`config.mk`:
```
export PLATFORM = sky130hd
export DESIGN_NAME = mem_bus_arbiter
export DESIGN_NICKNAME = d
export VERILOG_FILES = /design/src/rtl/mem_bus_arbiter_pkg.sv /design/src/rtl/mem_bus_arbiter_rr_pick2.sv /design/src/rtl/mem_bus_arbiter.sv
export SDC_FILE = /design/constraint.sdc
export NUM_CORES = 1
export LEC_CHECK = 0
export BUFFER_PORTS_ARGS = -buffer_cell sky130_fd_sc_hd__buf_2
export CAP_MARGIN = 20
export CELL_PAD_IN_SITES_DETAIL_PLACEMENT = 0
export CELL_PAD_IN_SITES_GLOBAL_PLACEMENT = 1
export CORE_AREA = 5 5 145 147
export CTS_CLUSTER_SIZE = 30
export DETAILED_ROUTE_END_ITERATION = 8
export DIE_AREA = 0 0 150 152
export HOLD_SLACK_MARGIN = 0.03
export PLACE_DENSITY = 0.64
export REMOVE_ABC_BUFFERS = 1
export SYNTH_ARGS = -nofsm -noshare
export SYNTH_HDL_FRONTEND = slang
export SYNTH_SLANG_ARGS = --single-unit
```
`constraint.sdc`:
```
create_clock -name clk -period 2.4 [get_ports clk]
set_input_delay 0 -clock clk [delete_from_list [all_inputs] [get_ports clk]]
set_output_delay 0 -clock clk [all_outputs]
set_load 0.01 [all_outputs]
```
`src/rtl/mem_bus_arbiter_pkg.sv`:
```
// riscv_defs: master indices and default bus widths shared by the memory arbiter
package riscv_defs;
    localparam int DEF_AW = 32;
    localparam int DEF_DW = 32;
    typedef enum logic [1:0] {MST_DBG = 2'd0, MST_LSU = 2'd1, MST_IFU = 2'd2, MST_NONE = 2'd3} mst_e;
endpackage

```
`src/rtl/mem_bus_arbiter_rr_pick2.sv`:
```
// rr_pick2: two-requester round-robin picker; b wins the first tie after reset
module rr_pick2 (
    input  logic clk,
    input  logic rst,
    input  logic en,
    input  logic req_a,
    input  logic req_b,
    output logic gnt_a,
    output logic gnt_b
);
    logic last_b;
    always_comb begin
        gnt_b = en & req_b & (~req_a | ~last_b);
        gnt_a = en & req_a & ~gnt_b;
    end
    always_ff @(posedge clk or posedge rst) begin
        if (rst)
            last_b <= 1'b0;
        else if (gnt_a | gnt_b)
            last_b <= gnt_b;
    end
endmodule

```
`src/rtl/mem_bus_arbiter.sv`:
```
// mem_bus_arbiter: three-master arbiter for a single-port one-cycle-latency memory
import riscv_defs::*;

module mem_bus_arbiter #(
    parameter int AW       = DEF_AW,
    parameter int DW       = DEF_DW,
    parameter int MAX_HOLD = 16
) (
    input  logic          clk,
    input  logic          rst,
    input  logic          m0_req,
    input  logic          m1_req,
    input  logic          m2_req,
    input  logic          m0_we,
    input  logic          m1_we,
    input  logic [AW-1:0] m0_addr,
    input  logic [AW-1:0] m1_addr,
    input  logic [AW-1:0] m2_addr,
    input  logic [DW-1:0] m0_wdata,
    input  logic [DW-1:0] m1_wdata,
    input  logic [DW/8-1:0] m0_wstrb,
    input  logic [DW/8-1:0] m1_wstrb,
    output logic          m0_gnt,
    output logic          m1_gnt,
    output logic          m2_gnt,
    output logic          m0_rvalid,
    output logic          m1_rvalid,
    output logic          m2_rvalid,
    output logic [DW-1:0] m0_rdata,
    output logic [DW-1:0] m1_rdata,
    output logic [DW-1:0] m2_rdata,
    output logic          s_en,
    output logic          s_we,
    output logic [AW-1:0] s_addr,
    output logic [DW-1:0] s_wdata,
    output logic [DW/8-1:0] s_wstrb,
    input  logic [DW-1:0] s_rdata,
    output logic          hold_flag_o
);
    localparam int HW = $clog2(MAX_HOLD + 1);
    logic [HW-1:0] hold_cnt;
    mst_e          owner;
    logic          waiting;
    logic          m0_win;
    assign waiting = m1_req | m2_req;
    assign m0_win  = m0_req & ~((hold_cnt == HW'(MAX_HOLD)) & waiting);
    assign m0_gnt  = ~rst & m0_win;
    rr_pick2 u_rr (
        .clk   (clk),
        .rst   (rst),
        .en    (~rst & ~m0_win),
        .req_a (m1_req),
        .req_b (m2_req),
        .gnt_a (m1_gnt),
        .gnt_b (m2_gnt)
    );
    always_comb begin
        s_en        = m0_gnt | m1_gnt | m2_gnt;
        s_we        = m0_gnt ? m0_we : (m1_gnt & m1_we);
        s_addr      = m0_gnt ? m0_addr : m1_gnt ? m1_addr : m2_gnt ? m2_addr : '0;
        s_wdata     = m0_gnt ? m0_wdata : m1_gnt ? m1_wdata : '0;
        s_wstrb     = m0_gnt ? m0_wstrb : m1_gnt ? m1_wstrb : '0;
        hold_flag_o = m2_req & ~m2_gnt;
    end
    assign m0_rvalid = owner == MST_DBG;
    assign m1_rvalid = owner == MST_LSU;
    assign m2_rvalid = owner == MST_IFU;
    assign m0_rdata  = s_rdata;
    assign m1_rdata  = s_rdata;
    assign m2_rdata  = s_rdata;
    always_ff @(posedge clk or posedge rst) begin
        if (rst) begin
            hold_cnt <= '0;
            owner    <= MST_NONE;
        end else begin
            hold_cnt <= (m1_gnt | m2_gnt | ~waiting) ? '0 :
                        (m0_gnt && hold_cnt != HW'(MAX_HOLD)) ? hold_cnt + HW'(1) : hold_cnt;
            owner    <= (~s_en | s_we) ? MST_NONE : m0_gnt ? MST_DBG : m1_gnt ? MST_LSU : MST_IFU;
        end
    end
endmodule

```
* Yosys cells after proc, flatten, opt, wreduce, memory -nomap -nowiden
Index checks and enable logic that the tools add are counted.
** Word-level totals
- Bits of input ports :: 207
- Flip-flop bits (word level) :: 8
- Output and inout bits :: 173
- Logic and storage cells :: 49
** Operators by class
- Bitwise gates (word level) :: 25
- Reductions and logical operators :: 3
- Eq/ne operators :: 4
- Mux-type cells :: 13
- Add/sub/neg operators :: 1
** Operator list (count)
- two-way mux 32 bit :: 5
- AND 1 bit :: 10
- two-way mux 5 bit :: 2
- two-way mux 4 bit :: 2
- inverter 1 bit :: 8
- OR 1 bit :: 7
- two-way mux 2 bit :: 3
- adder 5 x 1 -> 5 bit (second input constant) :: 1
- equality test 5 bit (second input constant) :: 1
- != test 5 bit (second input constant) :: 1
- equality test 2 x 1 -> 1 bit (second input constant) :: 1
- equality test 2 bit (second input constant) :: 1
- zero test 2 bit :: 1
- nonzero test 2 bit :: 1
- logical AND 1 bit :: 1
- two-way mux 1 bit :: 1

* Depth between registers and ports, before layout
- Word-level depth :: 15
- Mapped depth :: 9
- Depth with buffers taken out :: 7

* Cells and area by module
Synthesis repeated with hierarchy kept, for this count alone.
** Second synthesis, totals
- Cell total of the unflattened synthesis :: 351
- Area total of the unflattened synthesis :: 2816.5 um^2
** Modules (own cells, without submodules)
- mem_bus_arbiter :: cells an instance 342, instances 1, sequential area each 177.7 um^2, area each 2751.4 um^2
- rr_pick2 :: cells an instance 9, instances 1, sequential area each 25.0 um^2, area each 65.1 um^2

* Worst setup path after synthesis
No wires, ideal clock.
- Path kind :: flip-flop to output port
- Start point :: register hold_cnt[0]
- End point :: output s_addr[10]
- Slack :: 0.533 ns
- Data required time :: 2.400 ns
- Buffers on the path :: 2
- Arrival time :: 1.867 ns
- Cell stages (with the launch flop) :: 9
- Cell sequence :: dfrtp_1 > inv_1 > ha_1 > nand4bb_1 > clkbuf_1 > a211oi_2 > clkbuf_1 > a221oi_1 > nor2_1
** On the way
- Cells in the longest elaborated chain, start to end :: 12
- Elaborated cells between the ends (all ways) :: 15
- Classes of those cells :: 1 x eq/ne; 3 x mux; 11 x bitwise
** Ends and longest elaborated chain
- from (decl) :: RTL line mem_bus_arbiter.sv:41 : logic [HW-1:0] hold_cnt;
- from (signal assigned) :: RTL line mem_bus_arbiter.sv:76 : hold_cnt <= (m1_gnt | m2_gnt | ~waiting) ? '0 :
- equality test 5 bit (*) :: RTL line mem_bus_arbiter.sv:46 : assign m0_win = m0_req & ~((hold_cnt == HW'(MAX_HOLD)) & waiting);
- AND 1 bit (*) :: RTL line mem_bus_arbiter.sv:46
- inverter 1 bit (*) :: RTL line mem_bus_arbiter.sv:46
- AND 1 bit (*) :: RTL line mem_bus_arbiter.sv:46
- inverter 1 bit :: RTL line mem_bus_arbiter.sv:51 : .en (~rst & ~m0_win),
- AND 1 bit :: RTL line mem_bus_arbiter.sv:51
- AND 1 bit (2 in a row) :: RTL line mem_bus_arbiter_rr_pick2.sv:13 : gnt_b = en & req_b & (~req_a | ~last_b);
- inverter 1 bit :: RTL line mem_bus_arbiter_rr_pick2.sv:14 : gnt_a = en & req_a & ~gnt_b;
- AND 1 bit :: RTL line mem_bus_arbiter_rr_pick2.sv:14
- two-way mux 32 bit :: RTL line mem_bus_arbiter.sv:60 : s_addr = m0_gnt ? m0_addr : m1_gnt ? m1_addr : m2_gnt ? m2_addr : '0;
- two-way mux 32 bit (*) :: RTL line mem_bus_arbiter.sv:60
- to (decl) :: RTL line mem_bus_arbiter.sv:34 : output logic [AW-1:0] s_addr,
Mark *: on every way between the ends. The rest lies on a longest branch, timed or not.

* Worst setup path after layout
- Start point :: register hold_cnt[0]
- End point :: output s_addr[24]
Same word-level chain as after synthesis.

==> run metrics <==
Hold Fails Final Rpt=0; max-capacitance violation count=0; cell chosen for the clock root=sky130_fd_sc_hd__clkbuf_16; antenna violations before repair=0; number of pins exceeding their max-slew limit in the final report=0; setup skew after layout=0.00651 ns; largest net degree at the start of global routing=40; overall overflow remaining after global route=0; actual transition at the worst max-transition pin=0.674 ns; detailed-routing iteration count for the pre-antenna-repair pass=4; Slew HR=54.9%; Die ar.=0.0228 mm^2; DRT iter0 DRCs=135; number of nets with antenna violations after routing=0; Port Buffer Count=251; startpoint of the most critical hold path=m2_req; H-Tree Level Count=1; WL final=16,300 um; WP data arrival=2.31 ns; number of instances on the worst hold path=3; Ports=380; starting density of the core=10.8%; startpoint of the most critical setup path=hold_cnt[0]; height of the die=152 um; Placed Cells incl. Taps=713; Clk pin slew, worst setup/hold paths=0.04 ns; hold endpoint=u_rr.last_b; Clock Latency Late Sink=0.24 ns; reg-to-reg slack, setup=0.52 ns; core region area=0.0198 mm^2; register bit count reported by yosys=8; data required time at the worst endpoint=2.40 ns; DRC violations left=0; synthesized area per cell=7.14 um^2; Layout Area Growth over Synthesis=71.6%; ratio of routed vias to standard cells=3.89; via count of the first global-routing pass=3,136; Critical Path Start Type=register; number of standard-cell rows in the floorplan=52; final clock period utilization by the worst path=96.4%; Core Util, Final=18.6%; number of buffers created by CTS=3; count of different cell masters after synthesis=27; non-filler cells, final=761; clock tree from TritonCTS=yes; proportion of layout cells with a drive suffix above 1=58.4%; x dimension of the die=150 um; result of the run=complete, no violations; total via count in the routed design=2,957; clock sink count=8; worst r2r src=hold_cnt[0]; fill cell instance count of the final layout=2,296; highest net fanout along the worst path=8; end of the worst register-to-register path=owner[1]; DR WL/cell=21.5 um; Leakage Power=1.92 nW; CP Capture Type=primary output; total track usage=13.0%; post-synth design cell area=0.00214 mm^2; worst vdd ir=0.000152 V; layout net count=700; top achievable clock speed=432 MHz; setup violators final=0; R2R depth=7; instance count of the mapped netlist=300; minimum clock period=2.31 ns; first-pass GRT wire length=21,900 um; share of the yosys chip area belonging to registers=9.46%; setup repair after global routing missed its margin=true; worst min-delay path category=in2reg; HPWL after DPL=13,000 um; CTS Buffer Depth=2; power per standard cell area=325 mW/mm^2; total of warnings raised by yosys=0; last weighted congestion value of the routability-driven placer=0.834; type of the worst setup path=reg2out
[metrics by stage]
step                area (um^2)  TNS, ns  setup WS, ns  hold WS (ns)  power (mW)
floorplan                  1330   -71.63         -1.24        -0.186       0.382
global placement           3060        0         0.235      0.000163       0.707
detailed placement         3060        0         0.210      0.000163       0.709
CTS                        3510        0        0.0747         0.117        1.16
global route               3670  -0.0829       -0.0168         0.144        1.26
finish                     3670        0        0.0853         0.113        1.19
[report_power, final]
group	internal, mW	switching, mW
registers	0.149	0.0117
clock network	0.223	0.0774
logic	0.327	0.407
total	0.699	0.496
[cells in the mapped netlist]
cell / instances / share of area [%]
sky130_fd_sc_hd__xor2_1: 3 / 1.2
sky130_fd_sc_hd__a22o_1: 37 / 15
sky130_fd_sc_hd__a2111oi_4: 1 / 1.3
sky130_fd_sc_hd__a21bo_2: 1 / 0.47
sky130_fd_sc_hd__or3_1: 1 / 0.29
sky130_fd_sc_hd__a221oi_1: 32 / 13
sky130_fd_sc_hd__buf_2: 10 / 2.3
sky130_fd_sc_hd__dfstp_2: 2 / 2.5
sky130_fd_sc_hd__nor2b_1: 6 / 1.8
sky130_fd_sc_hd__o21ai_1: 1 / 0.23
sky130_fd_sc_hd__nand4b_1: 1 / 0.41
sky130_fd_sc_hd__inv_1: 4 / 0.70
sky130_fd_sc_hd__nand4bb_1: 1 / 0.53
sky130_fd_sc_hd__nand4_1: 2 / 0.58
sky130_fd_sc_hd__dfrtp_1: 6 / 7.0
sky130_fd_sc_hd__a211oi_2: 1 / 0.58
sky130_fd_sc_hd__a22oi_1: 1 / 0.35
sky130_fd_sc_hd__ha_1: 2 / 1.2
sky130_fd_sc_hd__nor2_1: 72 / 13
sky130_fd_sc_hd__o21ai_0: 1 / 0.23
sky130_fd_sc_hd__buf_4: 96 / 34
sky130_fd_sc_hd__clkbuf_1: 12 / 2.1
sky130_fd_sc_hd__a31oi_1: 1 / 0.29
sky130_fd_sc_hd__inv_2: 1 / 0.18
sky130_fd_sc_hd__o21bai_1: 1 / 0.35
sky130_fd_sc_hd__or2_2: 1 / 0.29
sky130_fd_sc_hd__a21oi_1: 3 / 0.70
[metal layers]
layer	global-route usage, %	routed length, um
met1	18.7	7640
met2	17.9	6510
met3	6.34	2020
met4	0.697	66
met5	3.26	100
[kinds of logic after synthesis]
family	share of synthesized area, %
XOR/XNOR	1.23
AND/OR/NAND/NOR	16.5
flip-flops	9.46
buffers and inverters	39.0
adder cells (fa/ha/maj)	1.17
AO/OA/AOI/OAI	32.7
[worst max-delay path by stage]
stage	to	slack (ns)	depth (start not counted)
after floorplan	owner[1]	-1.24	7
after global routing	s_wdata[18]	-0.02	9
after detailed placement	s_addr[15]	0.21	9
after CTS	s_wdata[31]	0.07	8
final	s_addr[24]	0.09	9
after global placement	s_addr[12]	0.23	9
[worst max-delay path, cell delays in order (launching register included)]
cell and delay, ns:
sky130_fd_sc_hd__dfrtp_1 0.42, sky130_fd_sc_hd__inv_2 0.08, sky130_fd_sc_hd__ha_4 0.13, sky130_fd_sc_hd__nand4bb_4 0.15, sky130_fd_sc_hd__a2111oi_4 0.47, sky130_fd_sc_hd__clkbuf_16 0.24, sky130_fd_sc_hd__buf_12 0.13, sky130_fd_sc_hd__a221oi_1 0.08
sky130_fd_sc_hd__nor2_1 0.19, sky130_fd_sc_hd__buf_2 0.17
[layout make-up]
| class | instances | area [um^2] | share of cell area, % |
|---|---|---|---|
| multi-input cells | 169 | 1160 | 31.6 |
| clock buffers | 4 | 78.8 | 2.15 |
| repair buffers | 304 | 1870 | 50.9 |
| well taps | 270 | 338 | 9.19 |
| inverters | 5 | 21.3 | 0.579 |
| flip-flops and latches | 8 | 203 | 5.52 |
| diodes | 1 | 2.50 | 0.0681 |
[cells in the final DEF, fill, tap and decap left out, types with 3 or more instances in the layout]
master | Yosys | routed
sky130_fd_sc_hd__a21oi_1 | 3 | 3
sky130_fd_sc_hd__a221oi_1 | 32 | 31
sky130_fd_sc_hd__a22o_1 | 37 | 37
sky130_fd_sc_hd__buf_12 | 0 | 4
sky130_fd_sc_hd__buf_2 | 10 | 250
sky130_fd_sc_hd__buf_4 | 96 | 10
sky130_fd_sc_hd__clkbuf_16 | 0 | 6
sky130_fd_sc_hd__dfrtp_1 | 6 | 6
sky130_fd_sc_hd__dlygate4sd3_1 | 0 | 35
sky130_fd_sc_hd__nor2_1 | 72 | 71
sky130_fd_sc_hd__nor2b_1 | 6 | 6
sky130_fd_sc_hd__xor2_1 | 3 | 3
[flip-flops by register name, indices dropped and copies added (netlist names)]
name         count
hold_cnt         5
owner            2
u_rr.last_b      1
[what timing repair did]
action	in CTS	in global routing
hold buffers	35	0
gates cloned	0	2
pin swaps	1	3
endpoints found under the hold margin	104	0
endpoints found under the setup margin	24	21
resized for setup	1	11
setup buffers	0	6
No activity file was read; power rests on OpenSTA's default activity.
